`src/rtl/stream_fifo.sv`:
```
// Show-ahead byte-stream buffer with valid/ready on both sides, occupancy
// output and free-running accepted/delivered beat counters.
module stream_fifo #(
    parameter int DATA_WIDTH = 8,
    parameter int DEPTH      = 4,
    parameter int CNT_WIDTH  = 32
) (
    input  logic                       clock,
    input  logic                       reset,
    input  logic                       i_valid,
    output logic                       i_ready,
    input  logic [DATA_WIDTH-1:0]      i_data,
    output logic                       o_valid,
    input  logic                       o_ready,
    output logic [DATA_WIDTH-1:0]      o_data,
    output logic [$clog2(DEPTH):0]     count,
    output logic [CNT_WIDTH-1:0]       in_beats,
    output logic [CNT_WIDTH-1:0]       out_beats
);

    localparam int AW = $clog2(DEPTH);
    localparam int CW = AW + 1;

    logic [DATA_WIDTH-1:0] mem_reg [DEPTH];
    logic [AW-1:0]         wr_ptr_reg;
    logic [AW-1:0]         rd_ptr_reg;
    logic [CW-1:0]         count_reg;
    logic [CW-1:0]         count_next;
    logic [CNT_WIDTH-1:0]  in_beats_reg;
    logic [CNT_WIDTH-1:0]  out_beats_reg;
    logic                  push;
    logic                  pop;

    // Status is derived only from registered occupancy, so neither ready nor
    // valid ever depends combinationally on the opposite handshake input.
    assign i_ready   = (count_reg != CW'(DEPTH));
    assign o_valid   = (count_reg != '0);
    assign o_data    = mem_reg[rd_ptr_reg];
    assign count     = count_reg;
    assign in_beats  = in_beats_reg;
    assign out_beats = out_beats_reg;

    assign push = i_valid && i_ready;
    assign pop  = o_valid && o_ready;

    always_comb begin
        count_next = count_reg;
        if (push && !pop) begin
            count_next = count_reg + CW'(1);
        end else if (pop && !push) begin
            count_next = count_reg - CW'(1);
        end
    end

    // Each entry is its own register so the whole array clears on reset.
    generate
        for (genvar gi = 0; gi < DEPTH; gi++) begin : g_mem
            always_ff @(posedge clock or posedge reset) begin
                if (reset) begin
                    mem_reg[gi] <= '0;
                end else if (push && (wr_ptr_reg == AW'(gi))) begin
                    mem_reg[gi] <= i_data;
                end
            end
        end
    endgenerate

    always_ff @(posedge clock or posedge reset) begin
        if (reset) begin
            wr_ptr_reg    <= '0;
            rd_ptr_reg    <= '0;
            count_reg     <= '0;
            in_beats_reg  <= '0;
            out_beats_reg <= '0;
        end else begin
            count_reg <= count_next;
            if (push) begin
                wr_ptr_reg   <= wr_ptr_reg + AW'(1);
                in_beats_reg <= in_beats_reg + CNT_WIDTH'(1);
            end
            if (pop) begin
                rd_ptr_reg    <= rd_ptr_reg + AW'(1);
                out_beats_reg <= out_beats_reg + CNT_WIDTH'(1);
            end
        end
    end

endmodule

```
`config.mk`:
```
export PLATFORM = sky130hd
export DESIGN_NAME = stream_fifo
export DESIGN_NICKNAME = d
export VERILOG_FILES = /design/src/rtl/stream_fifo.sv
export SDC_FILE = /design/constraint.sdc
export NUM_CORES = 1
export LEC_CHECK = 0
export BUFFER_PORTS_ARGS = -buffer_cell sky130_fd_sc_hd__buf_2
export CAP_MARGIN = 5
export CORE_MARGIN = 10
export CORE_UTILIZATION = 45
export CTS_CLUSTER_SIZE = 8
export DETAILED_ROUTE_END_ITERATION = 12
export PLACE_DENSITY = 0.73
export SLEW_MARGIN = 20
export SYNTH_ARGS = -nofsm -noshare
export SYNTH_HDL_FRONTEND = slang
export SYNTH_SLANG_ARGS = --single-unit
```
`constraint.sdc`:
```
create_clock -name clock -period 6.7 [get_ports clock]
set_clock_uncertainty 0.15 [all_clocks]
set_input_delay 1.34 -clock clock [delete_from_list [all_inputs] [get_ports clock]]
set_output_delay 1.34 -clock clock [all_outputs]
set_load 0.02 [all_outputs]
```
# Yosys cells after proc, flatten, opt, wreduce, memory -nomap -nowiden
# Index checks and enable logic that the tools add are counted.
totals:
  regBits: 103
  inputBits: 12
  out_inout_bits: 77
classes:
  n_addsub: 6
  n_lt_le_gt_ge: 1
  n_eq_ne: 4
  muxes: 5
  bitwise: 1
  reduce_logical: 13
op_table:
  columns: ["operator", "n"]
  rows:
  - ["32-bit by 1-bit adder with 32-bit output (second input constant)", 2]
  - ["8-bit binary-select mux with 2-bit select", 1]
  - ["8-bit 2-to-1 mux", 2]
  - ["1-bit logical AND", 8]
  - ["3-bit 2-to-1 mux", 2]
  - ["2-bit by 1-bit adder with 2-bit output (second input constant)", 2]
  - ["2-bit == test (second input constant)", 2]
  - ["3-bit by 1-bit adder with 3-bit output (second input constant)", 1]
  - ["3-bit >= comparator (second input constant)", 1]
  - ["3-bit inequality test (second input constant)", 1]
  - ["2-bit inverter with 3-bit output", 1]
  - ["3-bit nonzero test", 1]
  - ["3-bit by 1-bit subtractor with 3-bit output (second input constant)", 1]
  - ["2-bit by 1-bit == test with 1-bit output (second input constant)", 1]
  - ["1-bit zero test", 2]
  - ["2-bit zero test", 1]
  - ["2-bit nonzero test", 1]

# Depth between registers and ports, before layout
logic_depth:
  word_depth: 6
  depth_mapped: 10
  ltp_nobuf: 9

# Least setup slack after synthesis
# OpenSTA, ideal clock, no wires.
synth_timing:
  kind: "input -> register"
  from: "in i_valid"
  to: "reg count_reg[2], in the netlist count[2]"
  setup_time_ns: 0.080
  t_arrival_ns: 2.659
  setup_slack_ns: 3.812
  cell_stages: 8
  cell_sequence: "and2_1 -> buf_2 -> ha_1 -> inv_1 -> fa_1 -> xor2_1 -> nor2_1 -> xor2_1"
synth_between:
  elab_chain_cells: 4
  elab_cells_between_ends: 6
  cone_classes: "mux: 1; reduce/logical: 5"
synth_rtl:
  columns: ["element", "line", "source"]
  rows:
  - ["start, declared", "10", "input logic i_valid,"]
  - ["1-bit logical AND *", "43", "assign push = i_valid && i_ready;"]
  - ["via push", "31", "logic push;"]
  - ["1-bit zero test", "50", "end else if (pop && !push) begin"]
  - ["1-bit logical AND", "50", null]
  - ["2-bit nonzero test (no line)", null, null]
  - ["end signal, assigned", "76", "count_reg <= count_next;"]
  - ["end, declared", "27", "logic [CW-1:0] count_reg;"]
# Mark *: on every way through the listed nets, which the timed path passes. The rest lies on a longest branch.
# A chain may end at the register's enable or synchronous reset.

# Final worst setup path
layout_timing:
  from: "reg rd_ptr_reg[1]"
  to: "out o_data[5]"
layout_between:
  elab_chain_cells: 4
layout_rtl:
  columns: ["element", "line", "source"]
  rows:
  - ["start, declared", "26", "logic [AW-1:0] rd_ptr_reg;"]
  - ["start signal, assigned", "82", "rd_ptr_reg <= rd_ptr_reg + AW'(1);"]
  - ["2-bit inverter with 3-bit output (implied by the code)", "38", "assign o_data = mem_reg[rd_ptr_reg];"]
  - ["8-bit binary-select mux with 2-bit select", "38", null]
  - ["8-bit 2-to-1 mux (implied by the code) (2 in a row)", "38", null]
  - ["end, declared", "15", "output logic [DATA_WIDTH-1:0] o_data,"]
# No other way between the ends. The select of a mux whose other input is x is not followed.

==> impl_metrics.ini <==
[outcome]
outcome = completed

[floorplan]
die_x_um = 123
initial_utilization_pct = 46.1
pin_count = 89
die_h_um = 123
dieArea_um2 = 15000
rows = 37
coreArea_um2 = 10300

[grt]
overflow = 0
grt_pass1_wl_mm = 17.0
antenna_found_initial = 0
grt_pass1_vias = 3357
grt_max_degree = 54
track_usage_pct = 14.2

[yosys]
synthFlopType = dfrtp_1
syn_avg_cell_area_um2 = 12.8
synth_cell_types = 34
synth_cells = 371
ys_ff_latch = 103
yosys.area.top_type = dfrtp_1
synth_nets = 391
async_flop_share_pct = 100
ys_top_cells_by_count = 103 x dfrtp_1, 47 x xnor2_1, 35 x mux2_2
synth_top_area_share_pct = 54.5
yosysWarnings = 0
seq_area_frac_synth_pct = 54.5
synth_edf_count = 0
yosysMostFrequentCell = dfrtp_1
synth_area_leaders = dfrtp_1 54%, xnor2_1 8.7%, mux2_2 8.3%
syn-cell-area_um2 = 4730

[routing]
drt_iter0_drc = 175
wl_mm = 10.2
firstDrtPassIters = 4
routed_wire_length_per_instance_um = 17.0
vias = 3166
drc = 0
antenna_left = 0
viasPerCell = 5.24

[sta]
relSlewSlack_pct = 41.2
min_period_ns = 3.34
hold_viol = 0
tightest_slew_ns = 0.875
drv_slew = 0
finalSetupViolCount = 0
rsz0062_at_grt = false
finalSetupTns_ns = 0
hold_ws_ns = 0.323
fmax_mhz = 299
post-route-period-util_pct = 49.8

[clock_network]
path_clk_slew_ns = 0.09
root_buffer = clkbuf_8
post_cts_resize_count = 0
cts_tree = built
clk_path_buf_depth = 2
htreeDepth = 3
clock_latency_ns = 0.36
cts_buffers = 9
cts_sinks = 103
hold_buffers = 0
post_cts_buffers = 0

[critical_path]
crit_type = register to primary output
start_kind = register
worstPathArrival_ns = 1.85
required_ns = 5.21
end_kind = primary output
path_max_fanout = 9

[final_layout]
drive_gt1_share_pct = 35.3
diodes = 0
stdcell_count = 604
syn_to_final_growth_pct = 16.0
layout.nets = 483
final_util_pct = 53.4

[power]
powerDensity_nw_per_um2 = 361
leakagePower_nw = 2.60
p_total_mw = 1.98
ir_drop_mv = 0.195

[place]
dp_cells = 588
place_congestion = 0.824
io_buffers = 88
dp_hpwl_mm = 7.52

[flow_run]
maxCapViolations = 0

[hold_path]
hold_path.class = register to register
[power breakdown]
part / total, mW / internal (mW) / switching (mW)
clock network: 0.364 / 0.147 / 0.217
logic: 0.682 / 0.330 / 0.352
registers: 0.933 / 0.783 / 0.151
[cells by family after synthesis]
group,Yosys count,synth area share (%)
flip-flops,103,54.5
XOR/XNOR,68,12.6
multiplexers,43,12.1
AND/OR/NAND/NOR,129,16.5
adder cells (fa/ha/maj),8,2.27
AO/OA/AOI/OAI,2,0.291
buffers and inverters,18,1.80
[final cells by class]
cell class | count | area, µm²
inverters | 10 | 40.0
repair buffers | 89 | 448
clock inverters | 6 | 45.0
well taps | 136 | 170
fillers | 886 | 4790
flip-flops and latches | 103 | 2580
clock buffers | 10 | 138
multi-input cells | 250 | 2070
[worst paths after layout]
check,slack (ns),end,start,cells past startpoint
min,0.32,in_beats[31],in_beats[31],1
min in group asynchronous,0.90,out_beats[10],reset,2
max in group asynchronous,4.40,count[2],reset,3
min reg2reg,0.32,in_beats[31],in_beats[31],1
max,3.36,o_data[5],rd_ptr_reg[1],2
max reg2reg,4.03,count[1],count[0],7
[per-layer routing]
layer | wire length [µm] | track usage [%]
met5 | 0 | 0
met4 | 152 | 6.33
met3 | 547 | 3.76
met2 | 5030 | 23.1
met1 | 4510 | 17.4
[worst max-delay path, cell delays in order (launching register included)]
cell and delay [ns]:
dfrtp_1 0.72, mux4_2 0.59, buf_2 0.18
[placed cells by master, fill, tap and decap left out, types with 2 or more instances in the layout]
cell type and n:
dfrtp_1 103, mux4_2 8, buf_2 88, ha_1 7
nand4_1 27, nor4_1 4, and3_1 5, nor3_1 10
xnor2_1 47, nor4_2 4, mux2_2 35, inv_1 9
nor2_1 13, nor4_4 2, clkinvlp_4 3, nand3_1 21
and4_1 5, nor3_2 2, nand2_1 22, clkbuf_8 10
and2_1 3, nand2_2 3, xor2_1 21
[through the flow]
stage,area [µm²],worst slack [ns]
CTS,5490,3.33
global placement,5310,3.57
detailed placement,5310,3.46
floorplan,4730,2.51
global route,5490,3.26
finish,5490,3.36
Note: power is estimated with default switching activity, not from simulation.
